## src/rtl/serial_subtractor_pkg.sv

```systemverilog
// Shared definitions for the bit-serial subtractor: FSM state encoding and
// the width helper for the bit counter.
package serial_subtractor_pkg;

    typedef enum logic [1:0] {
        ST_IDLE = 2'd0,
        ST_RUN  = 2'd1,
        ST_DONE = 2'd2
    } state_t;

    // One extra bit beyond clog2 so the counter can hold WIDTH-1 at any WIDTH.
    function automatic int count_width(input int width);
        return $clog2(width) + 1;
    endfunction

endpackage

```

## src/rtl/serial_subtractor_full_subtractor.sv

```systemverilog
// Single-bit full subtractor cell: d = a - b - bin, with borrow out.
module full_subtractor (
    input  logic a,
    input  logic b,
    input  logic bin,
    output logic d,
    output logic bout
);

    // Difference bit and borrow generated from the three input bits.
    always_comb begin
        d    = a ^ b ^ bin;
        bout = (~a & b) | (~(a ^ b) & bin);
    end

endmodule

```

## src/rtl/serial_subtractor.sv

```systemverilog
// Bit-serial WIDTH-bit subtractor, LSB first, one bit per clock.
//
// state   | meaning
// --------+--------------------------------------------------------------
// ST_IDLE | waiting for start; operands captured when start is seen
// ST_RUN  | one operand bit per clock through the full_subtractor cell
// ST_DONE | one-cycle done pulse; diff/borrow_out already updated
module serial_subtractor
    import serial_subtractor_pkg::*;
#(
    parameter int WIDTH = 8
) (
    input  logic             clk,
    input  logic             rst_n,
    input  logic             start,
    input  logic [WIDTH-1:0] a,
    input  logic [WIDTH-1:0] b,
    output logic             busy,
    output logic             done,
    output logic [WIDTH-1:0] diff,
    output logic             borrow_out
);

    localparam int CW = count_width(WIDTH);

    state_t           state_q;
    state_t           state_d;
    logic             busy_q;
    logic             done_q;
    logic [WIDTH-1:0] a_sh;
    logic [WIDTH-1:0] b_sh;
    // Holds the WIDTH-1 bits completed so far; the last bit joins it
    // directly on the way into diff_q.
    logic [WIDTH-2:0] res_sh;
    logic [WIDTH-1:0] res_next;
    logic             bin_q;
    logic [CW-1:0]    count_q;
    logic [WIDTH-1:0] diff_q;
    logic             borrow_q;
    logic             last_bit;
    logic             cell_d;
    logic             cell_bout;

    full_subtractor u_cell (
        .a    (a_sh[0]),
        .b    (b_sh[0]),
        .bin  (bin_q),
        .d    (cell_d),
        .bout (cell_bout)
    );

    // Next-state decode and result shift-in value.
    always_comb begin
        state_d  = state_q;
        last_bit = (count_q == CW'(WIDTH - 1));
        res_next = {cell_d, res_sh};
        case (state_q)
            ST_IDLE: if (start) state_d = ST_RUN;
            ST_RUN:  if (last_bit) state_d = ST_DONE;
            ST_DONE: state_d = ST_IDLE;
            default: state_d = ST_IDLE;
        endcase
    end

    // State register with registered busy/done flags.
    always_ff @(posedge clk) begin
        if (!rst_n) begin
            state_q <= ST_IDLE;
            busy_q  <= 1'b0;
            done_q  <= 1'b0;
        end else begin
            state_q <= state_d;
            busy_q  <= (state_d != ST_IDLE);
            done_q  <= (state_d == ST_DONE);
        end
    end

    // Operand capture, serial datapath and result registers.
    always_ff @(posedge clk) begin
        if (!rst_n) begin
            a_sh     <= '0;
            b_sh     <= '0;
            res_sh   <= '0;
            bin_q    <= 1'b0;
            count_q  <= '0;
            diff_q   <= '0;
            borrow_q <= 1'b0;
        end else begin
            case (state_q)
                ST_IDLE: begin
                    if (start) begin
                        a_sh    <= a;
                        b_sh    <= b;
                        bin_q   <= 1'b0;
                        count_q <= '0;
                    end
                end
                ST_RUN: begin
                    a_sh    <= a_sh >> 1;
                    b_sh    <= b_sh >> 1;
                    res_sh  <= res_next[WIDTH-1:1];
                    bin_q   <= cell_bout;
                    count_q <= count_q + 1'b1;
                    if (last_bit) begin
                        diff_q   <= res_next;
                        borrow_q <= cell_bout;
                    end
                end
                default: ;
            endcase
        end
    end

    assign busy       = busy_q;
    assign done       = done_q;
    assign diff       = diff_q;
    assign borrow_out = borrow_q;

endmodule

```

## config.mk

```make
export PLATFORM = sky130hd
export DESIGN_NAME = serial_subtractor
export DESIGN_NICKNAME = d
export VERILOG_FILES = /design/src/rtl/serial_subtractor_pkg.sv /design/src/rtl/serial_subtractor_full_subtractor.sv /design/src/rtl/serial_subtractor.sv
export SDC_FILE = /design/constraint.sdc
export NUM_CORES = 1
export LEC_CHECK = 0
export ABC_AREA = 1
export CORE_AREA = 2 2 69 71
export CTS_CLUSTER_SIZE = 10
export DETAILED_ROUTE_END_ITERATION = 16
export DIE_AREA = 0 0 71 73
export RECOVER_POWER = 50
export SLEW_MARGIN = 20
export SYNTH_ARGS = -nofsm -noshare
export SYNTH_HDL_FRONTEND = slang
export SYNTH_SLANG_ARGS = --single-unit
```

## constraint.sdc

```tcl
create_clock -name clk -period 1.5 [get_ports clk]
set_input_delay 0.15 -clock clk [delete_from_list [all_inputs] [get_ports clk]]
set_output_delay 0.15 -clock clk [all_outputs]
set_load 0.1 [all_outputs]
```

; Yosys cells after proc, flatten, opt, wreduce, memory -nomap -nowiden
; Cells that the tools add are included.
[totals]
reg_bits = 41
latchBits = 0
ramBits = 0
mem_bits_ro = 0
input_bits = 19
out_inout_bits = 11
wordCells = 38
mem_count = 0
[classes]
addsub = 1
mul = 0
n_div = 0
n_lt_le_gt_ge = 0
eq_ne = 4
shift = 0
n_mux = 11
bitwise = 7
n_reduce_logical = 5
[ops]
columns = cell, count
row1 = one-hot mux 8 bit (2 select lines), 2
row2 = two-way mux 8 bit, 2
row3 = one-hot mux 4 bit (2 select lines), 1
row4 = adder 4 x 1 -> 4 bit (second input constant), 1
row5 = equality test 4 x 3 -> 1 bit (second input constant), 1
row6 = two-way mux 2 bit, 2
row7 = two-way mux 4 bit, 1
row8 = one-hot mux 2 bit (2 select lines), 1
row9 = AND reduction 2 bit, 2
row10 = nonzero test 2 bit, 2
row11 = AND 1 bit, 2
row12 = equality test 2 x 1 -> 1 bit (second input constant), 1
row13 = equality test 2 bit (second input constant), 1
row14 = logical NOT 2 bit, 1
row15 = != test 2 bit (second input constant), 1
row16 = NOT 1 bit, 2
row17 = one-hot mux 1 bit (2 select lines), 1
row18 = bitwise XOR 1 bit, 2
row19 = two-way mux 1 bit, 1
row20 = OR 1 bit, 1

; Longest topological paths before layout
; Gate-level depths: netlist of the first run.
[depth]
word_depth = 5
depth_mapped = 7

; Cells and area by module
; A second synthesis of the first run with hierarchy kept.
[hier_totals]
cells_unflattened = 245
hier_area_um2 = 1761.7
[modules_own_cells]
columns = module, n_inst, cells_per_inst, area_each_um2, seq_area_each_um2
row1 = serial_subtractor, 1, 241, 1730.4, 820.8
row2 = full_subtractor, 1, 4, 31.3, 0.0

; Least setup slack after synthesis of the first run
; No wires, ideal clock.
[synth_timing]
kind = register to register
start = reg, netlist name borrow_out
end = reg borrow_q, in the netlist borrow_out
arrival_ns = 1.154
t_required_ns = 1.438
slack_ns = 0.283
path_stages_with_launch = 3
path_buffers = 0
cell_sequence = dfxtp_1 -> nand3_1 -> nand2_1
[synth_rtl]
columns = item, line
row1 = to (signal assigned), serial_subtractor.sv:106  ; borrow_q <= cell_bout;
row2 = to (decl), serial_subtractor.sv:39  ; logic borrow_q;

; Final worst setup path of the first run
[layout_timing]
start = reg count_q[0]
end = reg diff_q[3], in the netlist diff[3]
[layout_between]
elab_chain_len = 2
[layout_lines]
columns = item, line
row1 = from (decl), serial_subtractor.sv:37  ; logic [CW-1:0] count_q;
row2 = from (signal assigned), serial_subtractor.sv:103  ; count_q <= count_q + 1'b1;
row3 = equality test 4 x 3 -> 1 bit, serial_subtractor.sv:55  ; last_bit = (count_q == CW'(WIDTH - 1));
row4 = AND reduction 2 bit (no source line), -
row5 = to (signal assigned), serial_subtractor.sv:105  ; diff_q <= res_next;
row6 = to (decl), serial_subtractor.sv:38  ; logic [WIDTH-1:0] diff_q;
; No other way between the ends.
; A chain may end at the register's enable or synchronous reset.

==> flow_summary.yaml, run 1 <==
timing:
  rsz0062_at_grt: "no"
  fin_worst_skew_ns: 0.00975
  tightest_slew_ns: 0.542
  tns_ns: 0
  layout_setup_ws_ns: 0.212
  drv_slew: 0
  min_period_ns: 1.29
  slew_headroom_pct: 64.0
  hold_violations: 0
  post-route-period-util_pct: 85.8
  max_freq_mhz: 777
  setup_viol: 0
global_routing:
  overflow: 0
  grtUsageMet2_pct: 24.6
  grt_use_met3_pct: 4.28
  first_global_vias: 1453
  antenna_found_initial: 0
  grt_pass1_wl_mm: 6.47
  grtUsageMet1_pct: 21.0
  grt.busiest_layer: "met2"
  grt_max_degree: 24
  grt_util_all_layers_pct: 15.7
power:
  peakVddDrop_mv: 0.577
  leakage_nw: 1.01
  power.density_nw_per_um2: 1070
placed_design:
  gp_congestion: 0.765
  portBuffers: 29
  place_inst: 326
  dp_slack_ns: 0.123
  dpl.hpwl_mm: 2.54
die:
  fp.dieW_um: 71
  row_count: 25
  start_util_pct: 38.4
  coreArea_um2: 4540
  dieArea_um2: 5180
  io_pins: 30
  die_h_um: 73
route:
  drt-vias-per-instance: 4.68
  via_count: 1559
  ant_nets: 0
  drc_errors: 0
  wl_per_cell_um: 10.9
  totalWireLength_mm: 3.64
  drt_pre_antenna_iters: 4
  drt_iter0_drc: 56
clock_tree:
  clockRootBuffer: "clkbuf_8"
  htree_levels: 2
  cts_max_path_buffers: 2
  clock_latency_ns: 0.30
  postCtsSetupRepairBufs: 0
  cts_sinks: 41
  cts_buffers: 5
  cts.reportedPaths.clkPinSlew_ns: 0.08
  cts_tree: "yes"
flow_run:
  drv_cap: 0
critical_path:
  criticalPathCategory: "register to register"
  crit_path_max_fanout: 10
  critPathArrivalTime_ns: 1.54
  end_kind: "register"
  ff2ff_path_depth: 7
  start_kind: "register"
  cp.required_ns: 1.75
layout:
  areaGrowthSynthToFinish_pct: 24.1
  insertedDiodeCount: 0
  fillers: 459
  final_nets: 300
  fin_cells: 333
  drive_gt1_share_pct: 12.2
hold_path:
  hold_class: "input port to register"
  whs_path_depth: 3
synth:
  synthCells: 245
  synth_cell_type_count: 19
  synth-seq-cells: 41
  synth_nets: 266
  synth-seq-area-share_pct: 47.1
  netlist_area_um2: 1740
  yosysWarnings: 0
  synth_area_per_cell_um2: 7.11
run_status:
  status: "finished clean"
## layout make-up
class | count | area, um2 | share of cell area, %
inverters | 22 | 82.6 | 3.82
clock buffers | 5 | 68.8 | 3.18
multi-input cells | 170 | 769 | 35.6
clock inverters | 2 | 35.0 | 1.62
well taps | 54 | 67.6 | 3.13
repair buffers | 39 | 318 | 14.7
flip-flops and latches | 41 | 821 | 38.0
## report_power, final
group	internal [W]	switching, W	total [W]
combinational	0.000126	0.000165	0.000291
sequential	0.00114	0.0000310	0.00117
clock	0.000484	0.000377	0.000860
## repair_timing
item / 4_1_cts / 5_1_grt
setup endpoints to repair: 0 / 2
gates resized for setup: 0 / 1
hold buffers: 0 / 0
## cells by family (layout without fill, tap and decap cells)
kind of cell	after synthesis	after routing	share of synthesized area, %
flops	41	41	47.1
fa+ha+maj	2	2	1.87
simple gates	148	148	36.4
compound gates	20	20	5.75
buf+inv	34	68	8.84
## stage by stage
step	total power, W	area [um2]	utilization [%]	hold slack [ns]
after detailed placement	0.00150	2230	49.1	0.452
after floorplan	0.00138	1740	-	0.288
after CTS	0.00235	2330	51.4	0.426
final	0.00232	2160	47.7	0.427
after global placement	0.00150	2230	49.1	0.443
after global routing	0.00243	2160	47.7	0.443
## critical path, stage by stage, from the launching register on
cell     delay, ns
dfxtp_1       0.37
ha_1          0.18
nand2_1       0.10
nor2_2        0.17
nand2_4       0.14
nor2_8        0.15
nand2_1       0.07
nand2_1       0.05
## final timing paths
kind                                start              endpoint  slack, ns
setup / recovery  count_q[0]$_SDFFE_PN0P_  diff[3]$_SDFFE_PN0P_       0.21
hold reg to reg    res_sh[5]$_SDFFE_PN0P_  diff[5]$_SDFFE_PN0P_       0.46
setup reg to reg  count_q[0]$_SDFFE_PN0P_  diff[3]$_SDFFE_PN0P_       0.21
hold / removal                       b[7]  b_sh[7]$_SDFFE_PN0P_       0.43
## metal layers
layer / up-vias / routed length (um)
met3: 5 / 176
met4: 0 / 52
met5: - / 0
met2: 30 / 1590
li1: 829 / -
met1: 695 / 1820
## layout by cell type, fill, tap and decap left out, types with 7 or more instances in the layout
| cell type | Yosys | layout |
|---|---|---|
| a21oi_1 | 10 | 10 |
| buf_4 | 1 | 7 |
| clkbuf_2 | 1 | 13 |
| clkdlybuf4s50_1 | 0 | 18 |
| dfxtp_1 | 41 | 41 |
| inv_1 | 21 | 21 |
| nand2_1 | 58 | 58 |
| nand3_1 | 36 | 36 |
| nor2_1 | 50 | 49 |
| o21ai_0 | 10 | 10 |
## synth_stat cells, drive strengths merged
cell	n	area [um2]
dfxtp	41	821
nor2	52	219
fa	1	20.0
a21oi	10	50.1
nand2	60	235
nand3	36	180
buf	8	55.1
o21ai	10	50.1
clkbuf	4	16.3
inv	22	82.6
ha	1	12.5
## sequential cells by signal, summed over array words and instances (netlist names), 2 cells and up
name and cells:
diff 8, res_sh 7, b_sh 8, count_q 4, state_q 2, a_sh 8
(Power assumes the default switching activity.)
==> run 2, diff against run 1 <==
- PLACE_DENSITY: default -> 0.66
==> run 2 against run 1 <==
Compared with the run above:
- critical path depth unchanged
- sequential share of layout area shrank 0.17 points
- first-iteration DRC count up 45%
- clock power grew 4.5%
- total power is 1.6% higher
- count of clock-buffer cells in the layout unchanged
- critical endpoint is now borrow_out$_SDFFE_PN0P_
- wire length decreased by 2.4%
==> flow_summary.yaml, run 2 (same netlist as run 1, synthesis figures left out) <==
timing:
  tightest_slew_ns: 0.546
  drv_slew: 0
  slew_headroom_pct: 63.7
  min_period_ns: 1.31
  setup_viol: 0
  max_freq_mhz: 763
  tns_ns: 0
  fin_worst_skew_ns: 0.00919
  post-route-period-util_pct: 87.4
  hold_violations: 0
  rsz0062_at_grt: "no"
power:
  peakVddDrop_mv: 0.677
  leakage_nw: 1.00
  p_int_w: 0.00176
  switching_share_pct: 25.2
  clockPowerShare_pct: 38.1
  p_comb_share_pct: 12.4
  power.density_nw_per_um2: 1090
  power_w: 0.00236
  pwr-share-seq_pct: 49.6
  switching_power_w: 0.000595
clock_tree:
  clock_latency_ns: 0.29
  htree_levels: 2
  cts_buffers: 5
  cts_tree: "yes"
  cts_max_path_buffers: 2
  cts.reportedPaths.clkPinSlew_ns: 0.09
  postCtsSetupRepairBufs: 0
  cts_sinks: 41
  clockRootBuffer: "clkbuf_8"
die:
  start_util_pct: 38.4
  io_pins: 30
  fp.dieW_um: 71
  coreArea_um2: 4540
  row_count: 25
  die_h_um: 73
  dieArea_um2: 5180
route:
  totalWireLength_mm: 3.55
  drt_iter0_drc: 81
  ant_nets: 0
  wl_per_cell_um: 10.6
  via_count: 1564
  drt-vias-per-instance: 4.65
  drc_errors: 0
  drt_pre_antenna_iters: 4
layout:
  final_common_cell: "nand2_1"
  final_nets: 302
  areaGrowthSynthToFinish_pct: 24.7
  insertedDiodeCount: 0
  final_cell_mix: "58 x nand2_1, 49 x nor2_1, 41 x dfxtp_1"
  fin_cells: 336
  drive_gt1_share_pct: 12.8
  finalCoreUtilization_pct: 47.9
run_status:
  status: "finished clean"
critical_path:
  start_kind: "register"
  crit_path_max_fanout: 10
  cp.required_ns: 1.74
  criticalPathCategory: "register to register"
  end_kind: "register"
  critPathArrivalTime_ns: 1.55
placed_design:
  dpl.hpwl_mm: 2.51
  portBuffers: 29
  gp_congestion: 0.732
  place_inst: 328
global_routing:
  first_global_vias: 1375
  grt_pass1_wl_mm: 6.02
  antenna_found_initial: 0
  grt_util_all_layers_pct: 14.7
  grt_max_degree: 24
  overflow: 0
hold_path:
  hold_class: "input port to register"
flow_run:
  drv_cap: 0
-- run 2: cell types whose count changed in the layout (fill, tap and decap cells not counted), sizes merged --
cell	delta
clkbuf	-1
buf	+3
clkinvlp	+1
-- run 2: layout make-up --
class                           instances  area [um2]
Clock buffer                            5        68.8
Clock inverter                          3        46.3
Fill cell                             456        2360
Inverter                               22        82.6
Multi-Input combinational cell        170         764
Sequential cell                        41         821
Tap cell                               54        67.6
Timing Repair Buffer                   41         322
-- run 2: what timing repair did --
action	CTS	global route
hold buffers	0	0
setup endpoints to repair	0	4
resized for setup	0	1
-- run 2: power by group through the flow --
| stage | combinational [W] | clock [W] | sequential, W |
|---|---|---|---|
| after floorplan | 0.000179 | 0 | 0.00120 |
| after global placement | 0.000300 | 0 | 0.00119 |
| after detailed placement | 0.000302 | 0 | 0.00120 |
| after CTS | 0.000304 | 0.000909 | 0.00117 |
| after global routing | 0.000333 | 0.000955 | 0.00118 |
| final | 0.000292 | 0.000899 | 0.00117 |
-- run 2: per-stage QoR --
step / worst slack [ns] / instance area, um2 / hold slack, ns
after floorplan: 0.283 / 1740 / 0.288
final: 0.189 / 2170 / 0.429
after CTS: 0.122 / 2340 / 0.431
after global routing: 0.0360 / 2170 / 0.458
after global placement: 0.191 / 2230 / 0.445
after detailed placement: 0.143 / 2230 / 0.450
-- run 2: worst paths after layout --
| path | start | endpoint | slack [ns] | cells past startpoint |
|---|---|---|---|---|
| setup / recovery | count_q[0]$_SDFFE_PN0P_ | borrow_out$_SDFFE_PN0P_ | 0.19 | 7 |
| hold / removal | b[7] | b_sh[7]$_SDFFE_PN0P_ | 0.43 | 3 |
| setup reg to reg | count_q[0]$_SDFFE_PN0P_ | borrow_out$_SDFFE_PN0P_ | 0.19 | 7 |
| hold reg to reg | diff[1]$_SDFFE_PN0P_ | diff[1]$_SDFFE_PN0P_ | 0.47 | 2 |
-- run 2: routing by layer --
metal  track usage (%)  part of all wire [%]  vias up
met1              18.8                    50      690
met5                 0                     0        -
li1                  -                     -      839
met4              5.03                   1.2        0
met3              3.31                   4.5        5
met2              24.6                    45       30
-- run 2: worst max-delay path, stage by stage (launching register included) --
cell	delay (ns)
dfxtp_1	0.37
ha_1	0.17
nand2_1	0.09
nor2_2	0.14
nand2_2	0.18
nor2_8	0.18
nand2_1	0.06
nand2_1	0.06
==> run 3, diff against run 2 <==
- CORE_AREA: 2 2 69 71 -> 2 2 62 64
- CTS_CLUSTER_DIAMETER: default -> 40
- DIE_AREA: 0 0 71 73 -> 0 0 64 66
- PLACE_DENSITY: 0.66 -> 0.79
- SKIP_CTS_REPAIR_TIMING: default -> 1
==> run 3 against run 2 <==
Compared with the run above:
- cell count decreased by 3.6%
- count of clock-buffer cells in the layout stayed put
- sequential share of layout area is 1.9 points higher
- critical path depth is 6 lower
- sequential cell count did not move
- hold slack got worse by 0.076 ns
- first-iteration DRC count rose by 4.9%
- via count fell by 1.9%
- highest routed layer unchanged
==> flow_summary.yaml, run 3 (same netlist as run 1, synthesis figures left out) <==
die:
  start_util_pct: 49.0
  coreArea_um2: 3550
  dieArea_um2: 4220
  io_pins: 30
  row_count: 22
  fp.dieW_um: 64
  die_h_um: 66
placed_design:
  dpl.hpwl_mm: 2.42
  post_dp_cell_area_um2: 2190
  portBuffers: 29
  gp_congestion: 0.794
global_routing:
  grtUsageMet2_pct: 30.1
  grt_use_met3_pct: 4.09
  grt_pass1_wl_mm: 5.93
  grtUsageMet1_pct: 21.8
  antenna_found_initial: 0
  overflow: 0
  grt.busiest_layer: "met2"
  grt_max_degree: 24
  first_global_vias: 1408
  grt_util_all_layers_pct: 18.0
layout:
  final_nets: 298
  fillers: 336
  final_area_um2: 2070
  final_common_cell: "nand2_1"
  areaGrowthSynthToFinish_pct: 18.7
  final_cell_mix: "59 x nand2_1, 49 x nor2_1, 41 x dfxtp_1"
  drive_gt1_share_pct: 10.9
  insertedDiodeCount: 0
critical_path:
  crit_path_max_fanout: 2
  path_cells: "clkbuf_2"
  cp.required_ns: 1.35
  criticalPathCategory: "register to primary output"
  critPathArrivalTime_ns: 1.16
  crit_family: "buffers and inverters"
  start_kind: "register"
  critPathBufInv: 1
  cp_slowest_cell: "clkbuf_2"
  end_kind: "primary output"
  slowest_delay_ns: 0.46
route:
  drt_pre_antenna_iters: 4
  drt_iter0_drc: 85
  wl_per_cell_um: 10.5
  totalWireLength_mm: 3.40
  via_count: 1535
  ant_nets: 0
  drc_errors: 0
  drt-vias-per-instance: 4.74
power:
  p_int_w: 0.00142
  power.density_nw_per_um2: 935
  p_comb_share_pct: 14.3
  pwr-share-seq_pct: 60.5
  leakage_nw: 0.972
  switching_share_pct: 26.6
  clockPowerShare_pct: 25.3
  peakVddDrop_mv: 0.444
  switching_power_w: 0.000515
clock_tree:
  cts.reportedPaths.clkPinSlew_ns: 0.11
  cts_sinks: 41
  htree_levels: 2
  cts_tree: "yes"
  cts_max_path_buffers: 2
  clockRootBuffer: "clkbuf_4"
  cts_buffers: 5
  clock_latency_ns: 0.35
timing:
  drv_slew: 0
  hold_violations: 0
  tightest_slew_ns: 0.548
  tns_ns: 0
  rsz0062_at_grt: "no"
  slew_headroom_pct: 63.6
  fin_worst_skew_ns: 0.0113
  post-route-period-util_pct: 87.4
  max_freq_mhz: 763
  setup_viol: 0
  min_period_ns: 1.31
flow_run:
  drv_cap: 0
hold_path:
  hold_class: "input port to register"
run_status:
  status: "finished clean"
[run 3: worst paths after layout]
kind / end / from / slack, ns / cells after the start
hold reg to reg: res_sh[0]$_SDFFE_PN0P_ / res_sh[0]$_SDFFE_PN0P_ / 0.46 / 2
setup / recovery: diff[0] / diff[0]$_SDFFE_PN0P_ / 0.19 / 1
setup reg to reg: diff[3]$_SDFFE_PN0P_ / count_q[0]$_SDFFE_PN0P_ / 0.19 / 7
hold / removal: a_sh[7]$_SDFFE_PN0P_ / a[7] / 0.35 / 3
[run 3: stage by stage]
stage | instances | utilization, % | setup slack (ns) | hold slack [ns] | power (W)
2_1_floorplan | 245 | - | 0.283 | 0.288 | 0.00138
3_3_place_gp | 318 | 61.7 | 0.0914 | 0.446 | 0.00147
3_5_place_dp | 318 | 61.7 | 0.0547 | 0.451 | 0.00148
4_1_cts | 324 | 62.9 | 0.0222 | 0.347 | 0.00196
5_1_grt | 324 | 58.2 | 0.0434 | 0.361 | 0.00204
6_report | 324 | 58.2 | 0.189 | 0.353 | 0.00193
[run 3: layout make-up]
type / count / area [um2] / share of cell area [%]
flip-flops and latches: 41 / 821 / 39.7
multi-input cells: 170 / 772 / 37.3
repair buffers: 37 / 290 / 14.0
inverters: 22 / 82.6 / 3.99
well taps: 48 / 60.1 / 2.90
clock buffers: 5 / 37.5 / 1.81
clock inverters: 1 / 5.00 / 0.242
[run 3: per-layer routing]
layer / part of all wire, % / vias to the layer above
met1: 49 / 664
met5: 0 / -
met4: 1.8 / 0
met3: 4.7 / 5
met2: 45 / 40
li1: - / 826
[run 3: power by group through the flow]
stage,Sequential [W],Combinational (W),Clock [W]
finish,0.00117,0.000276,0.000489
CTS,0.00117,0.000286,0.000505
floorplan,0.00120,0.000179,0
detailed placement,0.00120,0.000285,0
global route,0.00118,0.000314,0.000543
global placement,0.00119,0.000281,0
